===== src/rtl/mux_arb_pkg.sv =====
// Shared constants and types for the 8-requester round-robin word arbiter.
//   MUX_N       requester count (fixed at 8)
//   MUX_SELW    width of the select code
//   MUX_W       default data word width
//   arb_state_t output-register state (empty / holding a word)
//   sel_to_onehot  converts a select code into an 8-bit one-hot vector
package mux_arb_pkg;

   localparam int MUX_N    = 8;
   localparam int MUX_SELW = 3;
   localparam int MUX_W    = 4;

   typedef enum logic {
      ARB_IDLE = 1'b0,
      ARB_FULL = 1'b1
   } arb_state_t;

   function automatic logic [MUX_N-1:0] sel_to_onehot(input logic [MUX_SELW-1:0] sel);
      logic [MUX_N-1:0] one;
      one = {{(MUX_N-1){1'b0}}, 1'b1};
      return one << sel;
   endfunction

endpackage


===== src/rtl/rr_pick8.sv =====
// Combinational rotating-priority picker for 8 requesters.
// Priority starts at last+1 and wraps, so the previous winner is checked last.
//   req     in   8  request vector
//   last    in   3  index of the previous winner
//   any     out  1  at least one request is set
//   idx     out  3  index of the chosen requester (0 when any=0)
//   onehot  out  8  one-hot form of idx (all zero when any=0)
module rr_pick8
   import mux_arb_pkg::*;
(
   input  logic [MUX_N-1:0]    req,
   input  logic [MUX_SELW-1:0] last,
   output logic                any,
   output logic [MUX_SELW-1:0] idx,
   output logic [MUX_N-1:0]    onehot
);

   logic [2*MUX_N-1:0]  req_dbl;
   logic [MUX_SELW:0]   start;
   logic [MUX_N-1:0]    rotated;
   logic [MUX_SELW-1:0] offset;

   // Rotate the request vector so bit 0 is requester last+1; the lowest set
   // bit of the rotated vector is then the round-robin winner.
   assign req_dbl = {req, req};
   assign start   = {1'b0, last} + 4'd1;
   assign rotated = req_dbl[start +: MUX_N];

   always_comb begin
      offset = '0;
      for (int i = MUX_N - 1; i >= 0; i--) begin
         if (rotated[i]) offset = MUX_SELW'(i);
      end
   end

   // Three-bit add wraps modulo 8; start=8 (last=7) maps back to 0.
   assign any    = |req;
   assign idx    = any ? (start[MUX_SELW-1:0] + offset) : '0;
   assign onehot = any ? sel_to_onehot(idx) : '0;

endmodule


===== src/rtl/mux8_rr_arbiter.sv =====
// Round-robin arbiter sharing one 8:1 x W-bit select path between 8
// requesters, feeding a single output register with a valid/ready handshake.
// Optional feature macro: MUX_ARB_LOCK_EN (adds the lock port and a
// consecutive-grant counter that lets a locked winner keep the path for up
// to LOCK_MAX grants).
//   clk        in   1    rising-edge clock
//   rst_n      in   1    asynchronous active-low reset
//   req        in   N    per-requester request, held until its grant pulse
//   data       in   N*W  requester words, data[i*W +: W] is requester i
//   lock       in   N    per-requester hold-grant request (MUX_ARB_LOCK_EN)
//   out_ready  in   1    downstream accepts the held word
//   out_valid  out  1    out_data/out_sel hold a captured word
//   out_data   out  W    word of the last winner
//   out_sel    out  3    index of the last winner
//   grant      out  N    one-hot pulse: the winner's word was sampled this edge
//
// state    | meaning
// ---------+-------------------------------------------------------------
// ARB_IDLE | output register empty, out_valid=0, arbitration open
// ARB_FULL | output register holds a word, frozen until out_ready
module mux8_rr_arbiter
   import mux_arb_pkg::*;
#(
   parameter int W        = MUX_W,
   parameter int N        = MUX_N,   // must stay 8: select code is 3 bits
   parameter int LOCK_MAX = 4
) (
   input  logic                clk,
   input  logic                rst_n,
   input  logic [N-1:0]        req,
   input  logic [N*W-1:0]      data,
`ifdef MUX_ARB_LOCK_EN
   input  logic [N-1:0]        lock,
`endif
   input  logic                out_ready,
   output logic                out_valid,
   output logic [W-1:0]        out_data,
   output logic [MUX_SELW-1:0] out_sel,
   output logic [N-1:0]        grant
);

   arb_state_t          state_q;
   logic [MUX_SELW-1:0] last_q;

   logic                arb_en;
   logic                pick_any;
   logic [MUX_SELW-1:0] pick_idx;
   logic [N-1:0]        pick_onehot;
   logic [MUX_SELW-1:0] win_idx;
   logic [N-1:0]        win_onehot;
   logic [W-1:0]        win_data;

   assign out_valid = (state_q == ARB_FULL);

   // The held word leaves on the same edge a new one is captured, so a
   // steady out_ready gives one word per cycle.
   assign arb_en = (state_q == ARB_IDLE) || out_ready;

   rr_pick8 u_pick (
      .req    (req),
      .last   (last_q),
      .any    (pick_any),
      .idx    (pick_idx),
      .onehot (pick_onehot)
   );

`ifdef MUX_ARB_LOCK_EN
   localparam int CNT_W = $clog2(LOCK_MAX + 1);

   logic [CNT_W-1:0] lock_cnt_q;
   logic             lock_hold;
   logic             lock_spent;

   // lock_cnt_q counts consecutive grants to last_q. Once it reaches
   // LOCK_MAX the lock is ignored for one arbitration so the others get a turn.
   assign lock_spent = (lock_cnt_q >= CNT_W'(LOCK_MAX));
   assign lock_hold  = req[last_q] && lock[last_q] && !lock_spent;
   assign win_idx    = lock_hold ? last_q : pick_idx;

   always_ff @(posedge clk or negedge rst_n) begin
      if (!rst_n) begin
         lock_cnt_q <= '0;
      end else if (arb_en && pick_any) begin
         if ((win_idx != last_q) || lock_spent) lock_cnt_q <= CNT_W'(1);
         else                                   lock_cnt_q <= lock_cnt_q + CNT_W'(1);
      end
   end
`else
   assign win_idx = pick_idx;
`endif

   assign win_onehot = sel_to_onehot(win_idx);

   always_comb begin
      win_data = '0;
      for (int i = 0; i < N; i++) begin
         if (win_idx == MUX_SELW'(i)) win_data = data[i*W +: W];
      end
   end

   always_ff @(posedge clk or negedge rst_n) begin
      if (!rst_n) begin
         state_q  <= ARB_IDLE;
         last_q   <= MUX_SELW'(N - 1);
         out_data <= '0;
         out_sel  <= '0;
         grant    <= '0;
      end else begin
         grant <= '0;
         if (arb_en) begin
            if (pick_any) begin
               out_data <= win_data;
               out_sel  <= win_idx;
               grant    <= win_onehot;
               last_q   <= win_idx;
               state_q  <= ARB_FULL;
            end else begin
               // Nothing to capture: drop valid but keep the last word/select.
               state_q  <= ARB_IDLE;
            end
         end
      end
   end

endmodule


===== config.mk =====
export PLATFORM = sky130hd
export DESIGN_NAME = mux8_rr_arbiter
export DESIGN_NICKNAME = d
export VERILOG_FILES = /design/src/rtl/mux_arb_pkg.sv /design/src/rtl/rr_pick8.sv /design/src/rtl/mux8_rr_arbiter.sv
export SDC_FILE = /design/constraint.sdc
export NUM_CORES = 1
export LEC_CHECK = 0
export BUFFER_PORTS_ARGS = -buffer_cell sky130_fd_sc_hd__buf_2
export CORE_MARGIN = 5
export CORE_UTILIZATION = 40
export CTS_BUF_LIST = sky130_fd_sc_hd__clkbuf_16
export CTS_CLUSTER_SIZE = 16
export DETAILED_ROUTE_END_ITERATION = 16
export PLACE_DENSITY = 0.66
export SLEW_MARGIN = 40
export SYNTH_ARGS = -nofsm -noshare
export SYNTH_HDL_FRONTEND = slang
export SYNTH_SLANG_ARGS = --single-unit

===== constraint.sdc =====
create_clock -name clk -period 4.6 [get_ports clk]
set_input_delay 0.46 -clock clk [delete_from_list [all_inputs] [get_ports clk]]
set_output_delay 0.46 -clock clk [all_outputs]
set_load 0.05 [all_outputs]

# Yosys cells after proc, flatten, opt, wreduce, memory -nomap -nowiden
# Cells that the tools add are included.
totals:
  regBits: 19
  out_inout_bits: 16
op_classes:
  n_addsub: 2
  eq_ne: 7
  shifts: 2
  muxes: 20
  bitwise_logic: 1
  reduce_logical: 4
ops:
  columns: ["cell", "n"]
  rows:
  - ["2-to-1 mux 4 bit", 8]
  - ["2-to-1 mux 3 bit", 9]
  - ["2-to-1 mux 8 bit", 2]
  - ["indexed part select 16 x 5 -> 8 bit", 1]
  - ["== test 3 bit (second input constant)", 4]
  - ["OR reduction 8 bit", 1]
  - ["left shift 1 x 3 -> 8 bit (first input constant)", 1]
  - ["== test 3 x 2 -> 1 bit (second input constant)", 2]
  - ["adder 3 x 1 -> 4 bit (second input constant)", 1]
  - ["adder 3 bit", 1]
  - ["== test 3 x 1 -> 1 bit (second input constant)", 1]
  - ["zero test 3 bit", 1]
  - ["AND reduction 2 bit", 1]
  - ["logical OR 1 bit", 1]
  - ["2-to-1 mux 1 bit", 1]
  - ["inverter 1 bit", 1]

# Depth between registers and ports, before layout
depth:
  word_depth: 21
  depth_mapped: 19
  depth_no_buf: 16

# By module
# Synthesis repeated with hierarchy kept, for this count alone.
unflattened:
  hier_cells: 233
  area_unflattened_um2: 1998.2
modules_own_cells:
  columns: ["mod", "instances", "cells_each", "area_per_inst_um2", "seq_area_each_um2"]
  rows:
  - ["mux8_rr_arbiter", 1, 109, 1102.3, 479.2]
  - ["rr_pick8", 1, 124, 895.9, 0.0]

# Worst setup path after synthesis
# Ideal clock, no wire load.
synth_timing:
  path_type: "register to register"
  from: "register last_q[0]"
  to: "register out_data[1]"
  setup_time_ns: 0.088
  arrival_ns: 4.069
  required_ns: 4.512
  setup_slack_ns: 0.443
  stages_incl_launch_ff: 19
  n_path_buf: 4
  synth_period_minus_slack_ns: 4.157
  cell_sequence: "dfstp_2 > buf_2 > buf_1 > mux2_2 > a21oi_1 > o21a_1 > o21ai_0 > a32o_1 > ha_1 > fa_1 > clkbuf_1 > inv_1 > a21oi_1 > clkbuf_1 > nor2_1 > o22ai_1 > nand3b_1 > a211o_1 > a41oi_1"
synth_between:
  elab_chain_cells: 21
synth_lines:
  columns: ["item", "line", "rtl"]
  rows:
  - ["start, declared", "mux8_rr_arbiter.sv:43", "logic [MUX_SELW-1:0] last_q;"]
  - ["start signal, assigned", "mux8_rr_arbiter.sv:104", "last_q <= MUX_SELW'(N - 1);"]
  - ["start signal, assigned", "mux8_rr_arbiter.sv:115", "last_q <= win_idx;"]
  - ["adder 3 x 1 -> 4 bit (*)", "rr_pick8.sv:26", "assign start = {1'b0, last} + 4'd1;"]
  - ["indexed part select 16 x 5 -> 8 bit", "rr_pick8.sv:27", "assign rotated = req_dbl[start +: MUX_N];"]
  - ["2-to-1 mux 3 bit (8 in series)", "rr_pick8.sv:32", "if (rotated[i]) offset = MUX_SELW'(i);"]
  - ["adder 3 bit (*)", "rr_pick8.sv:38", "assign idx = any ? (start[MUX_SELW-1:0] + offset) : '0;"]
  - ["2-to-1 mux 3 bit (*)", "rr_pick8.sv:38", null]
  - ["zero test 3 bit", "mux8_rr_arbiter.sv:97", "if (win_idx == MUX_SELW'(i)) win_data = data[i*W +: W];"]
  - ["2-to-1 mux 4 bit (7 in series)", "mux8_rr_arbiter.sv:97", null]
  - ["2-to-1 mux 4 bit (*)", "mux8_rr_arbiter.sv:97", null]
  - ["end signal, assigned", "mux8_rr_arbiter.sv:112", "out_data <= win_data;"]
  - ["end, declared", "mux8_rr_arbiter.sv:37", "output logic [W-1:0] out_data,"]
# Every way passes the cells marked *; elsewhere a longest branch is shown, timed or not.
# A chain may end at the register's enable or synchronous reset.

# Worst setup path after layout
layout_timing:
  from: "register last_q[1]"
  to: "register out_data[2]"
# The elaborated chain is that of the path after synthesis.

==> summary by stage <==
Outcome
The run finished with clean final reports.

Layout
The share of layout cells above drive strength 1 is 0.299. The repair_antennas step left the layout with diodes totalling 0. The most common cell after layout, fill and taps aside is sky130_fd_sc_hd__buf_2. The relative area change from synthesis to final layout is 23.9%.

Leaving out fill and tap cells, the most frequent cells in the layout are 58 x sky130_fd_sc_hd__buf_2, 22 x sky130_fd_sc_hd__nor2_1, 20 x sky130_fd_sc_hd__nand2_1. The count of nets after finishing is between 300 and 400. Once layout is complete, the utilization of the core stands at 0.521.

Global route
The number of antenna violations at the first check in global routing was 0. The total congestion overflow is 0. The global-route wire length before repair is between 7 and 8 mm. The number of global-route vias before repair is roughly 1,700.

The all-layer global routing usage is 0.171. Entering global routing, the biggest net connects 20 pins.

Clocking
In this run the clock root is driven by a sky130_fd_sc_hd__clkbuf_16. The number of setup buffers added after CTS is 0. The TritonCTS clock tree is done.

The clock transition at the register clock pins on the worst setup and hold paths after CTS is approximately 0.05 ns. The number of gates given a new drive strength after cts is 0. The clock passes through at most 2 buffers. The total clock sinks is 19.

The number of hold buffers added after cts is 0. CTS built an H-tree with a depth of 1. The source-to-sink clock delay at the later pin of the worst-skew pair is around 0.25 ns. The number of clock buffers added by TritonCTS is 3.

Setup path
The worst setup path is launched from a register. The data arrival time of the critical path is roughly 4.5 ns. The destination of the worst register-to-register timing path is out_data[2]$_DFFE_PN0P_. The signal on the critical path passes through mux2_2 -> a21oi_1 -> o21ai_0 -> a21o_1 -> a21o_1 -> a32o_1 -> ha_1 -> fa_1 -> inv_1 -> a21oi_1 -> buf_4 -> nor2_1 -> o221ai_1 -> o221ai_1 -> nor4bb_1 -> o31a_1. The worst endpoint required time is about 4.8 ns. The largest incremental delay on the critical path is between 0.7 and 0.8 ns.

The slowest cell on the critical path is sky130_fd_sc_hd__dfstp_2. The critical path class is register to register. The worst register-to-register path begins at last_q[1]$_DFFE_PN1P_. The cell count of the worst reg-to-reg path is 16. The setup slack of the worst register-to-register path is around 0.26 ns. STA classifies the critical path endpoint as a register. The largest driver fanout on the critical path is 15.

Placement
The congestion estimate from routability-driven global placement came to roughly 0.83. The number of port buffers is 58. The HPWL after detailed placement is 3.91 mm.

Logic synthesis
The count of flip-flops with a built-in enable after synthesis is 0. The share of synthesized registers carrying an async set or reset is 1.00. Synthesis handed over a netlist of 210 instances. The flip-flop and latch count after synthesis is 19. In this run the mean area of a mapped cell was about 8 um^2. The number of distinct standard cells referenced by the synthesized netlist is 55.

For this run, the leading register cell type out of synthesis is sky130_fd_sc_hd__dfrtp_1. The Yosys step of the flow raised 0 warnings. The proportion of synthesized chip area in sequential cells is 0.279. The number of nets in the synthesized netlist is between 200 and 300. After synthesis the cells add up to 1720 um^2.

Die
From bottom edge to top edge, the die measures 75.5 um. The die extent in x is 75.5 um. Row generation in the floorplan step produced 23 rows. The number of top-level pins is 59. The die covers approximately 5700 um^2.

The core outline area is 4090 um^2. The initial utilization of the core area, before any placement, comes to 0.420.

Timing
The pin slew with the least headroom to its limit is between 0.7 and 0.8 ns. The final count of hold timing violations is 0. The setup clock skew after layout is roughly 0.0015 ns. The max-slew violation total from the final report is 0. The clock period could shrink to approximately 4.3 ns.

Setup violations remaining at the end of the flow were counted as 0. The headroom to the max-slew limit is 0.519. Of the available clock period, the critical path in the final layout requires 0.943. Setup repair after global routing left no endpoint under its margin. After routing, the total negative slack on setup checks comes to 0 ns. The maximum achievable frequency is approximately 230 MHz.

Drt
Detailed routing inserted a total of between 1,500 and 2,000 vias. For this run, design rule violations remaining after detail routing come to 0. The ratio of routed vias to standard cells is approximately 5.7. In the final routed layout, each cell accounts on average for about 16 um.

The wire length reported by the detailed router is ~4.9 mm. For this run, the detailed router's first-pass iteration total came to 4. The iteration-0 DRC count of the detailed router is about 130. The post-detailed-route count of antenna-violating nets is 0.

Worst hold path
In this run the worst hold path is classified as primary input to async pin.

Job
Across the run, the number of max-cap violations was 0.
## registers in the layout, indices dropped and copies added, names as in the netlist
name and cells:
out_valid 1, out_sel 3, grant 8, out_data 4, last_q 3
## how the worst max path moves through the flow
stage / cells after the start / slack [ns] / endpoint / from
global route: 16 / 0.002 / out_data[2]$_DFFE_PN0P_ / last_q[1]$_DFFE_PN1P_
detailed placement: 16 / 0.35 / out_data[2]$_DFFE_PN0P_ / last_q[1]$_DFFE_PN1P_
floorplan: 18 / 0.44 / out_data[1]$_DFFE_PN0P_ / last_q[0]$_DFFE_PN1P_
CTS: 16 / 0.31 / out_data[2]$_DFFE_PN0P_ / last_q[1]$_DFFE_PN1P_
finish: 16 / 0.26 / out_data[2]$_DFFE_PN0P_ / last_q[1]$_DFFE_PN1P_
global placement: 16 / 0.39 / out_data[2]$_DFFE_PN0P_ / last_q[1]$_DFFE_PN1P_
## layer usage
| metal | wire length (um) | up-vias | global-route usage |
|---|---|---|---|
| li1 | - | 895 | - |
| met1 | 2280 | 841 | 0.248 |
| met2 | 2260 | 58 | 0.258 |
| met3 | 325 | 9 | 0.0237 |
| met4 | 67 | 0 | 0.0583 |
| met5 | 0 | - | 0 |
## cells in the mapped netlist (all sizes together) (3+ instances only)
cell type / number / share of area
nand3: 3 / 0.0087
clkbuf: 6 / 0.013
dfrtp: 16 / 0.23
nor4: 3 / 0.011
o21ai: 10 / 0.029
a22oi: 6 / 0.029
a21oi: 9 / 0.026
buf: 5 / 0.013
o221ai: 4 / 0.020
nor2b: 4 / 0.015
mux2i: 14 / 0.082
a211o: 4 / 0.020
inv: 12 / 0.026
dfstp: 3 / 0.046
o21a: 4 / 0.017
nor3: 10 / 0.029
o22ai: 4 / 0.018
mux2: 4 / 0.026
a21o: 4 / 0.017
a211oi: 3 / 0.020
nor2: 23 / 0.052
nand2: 20 / 0.044
## stage by stage
step | worst slack, ns | hold WS (ns) | std cells | cell area, um^2
after floorplan | 0.443 | 0.164 | 210 | 1720
after global placement | 0.388 | 0.414 | 310 | 2050
after detailed placement | 0.354 | 0.419 | 310 | 2050
after CTS | 0.313 | 0.154 | 314 | 2130
after global routing | 0.00219 | 0.174 | 314 | 2130
final | 0.262 | 0.136 | 314 | 2130
## logic make-up after synthesis
kind of cell,synth area share
AO/OA/AOI/OAI,0.299
AND/OR/NAND/NOR,0.213
adder cells (fa/ha/maj),0.0262
flip-flops,0.279
multiplexers,0.121
buffers and inverters,0.0524
XOR/XNOR,0.0102
## cell type report
cell class	count	area, um^2
clock inverter	1	5.00
multi-input combinational	168	1150
sequential	19	479
tap	50	62.6
timing repair buffer	61	313
fill	416	1960
inverter	12	45.0
clock buffer	3	75.1
## critical path: cells and delay by family (launching register included)
kind / cells / cell delay (ns)
muxes: 1 / 0.39
buffers and inverters: 2 / 0.33
AOI/OAI and AO/OA: 9 / 1.53
adders and majority gates: 2 / 0.82
and+or+nand+nor: 2 / 0.48
DFF: 1 / 0.72
Power is left out: the tool's default activity adds up to more than one toggle a clock period on the data nets, which glitch-free logic cannot reach.
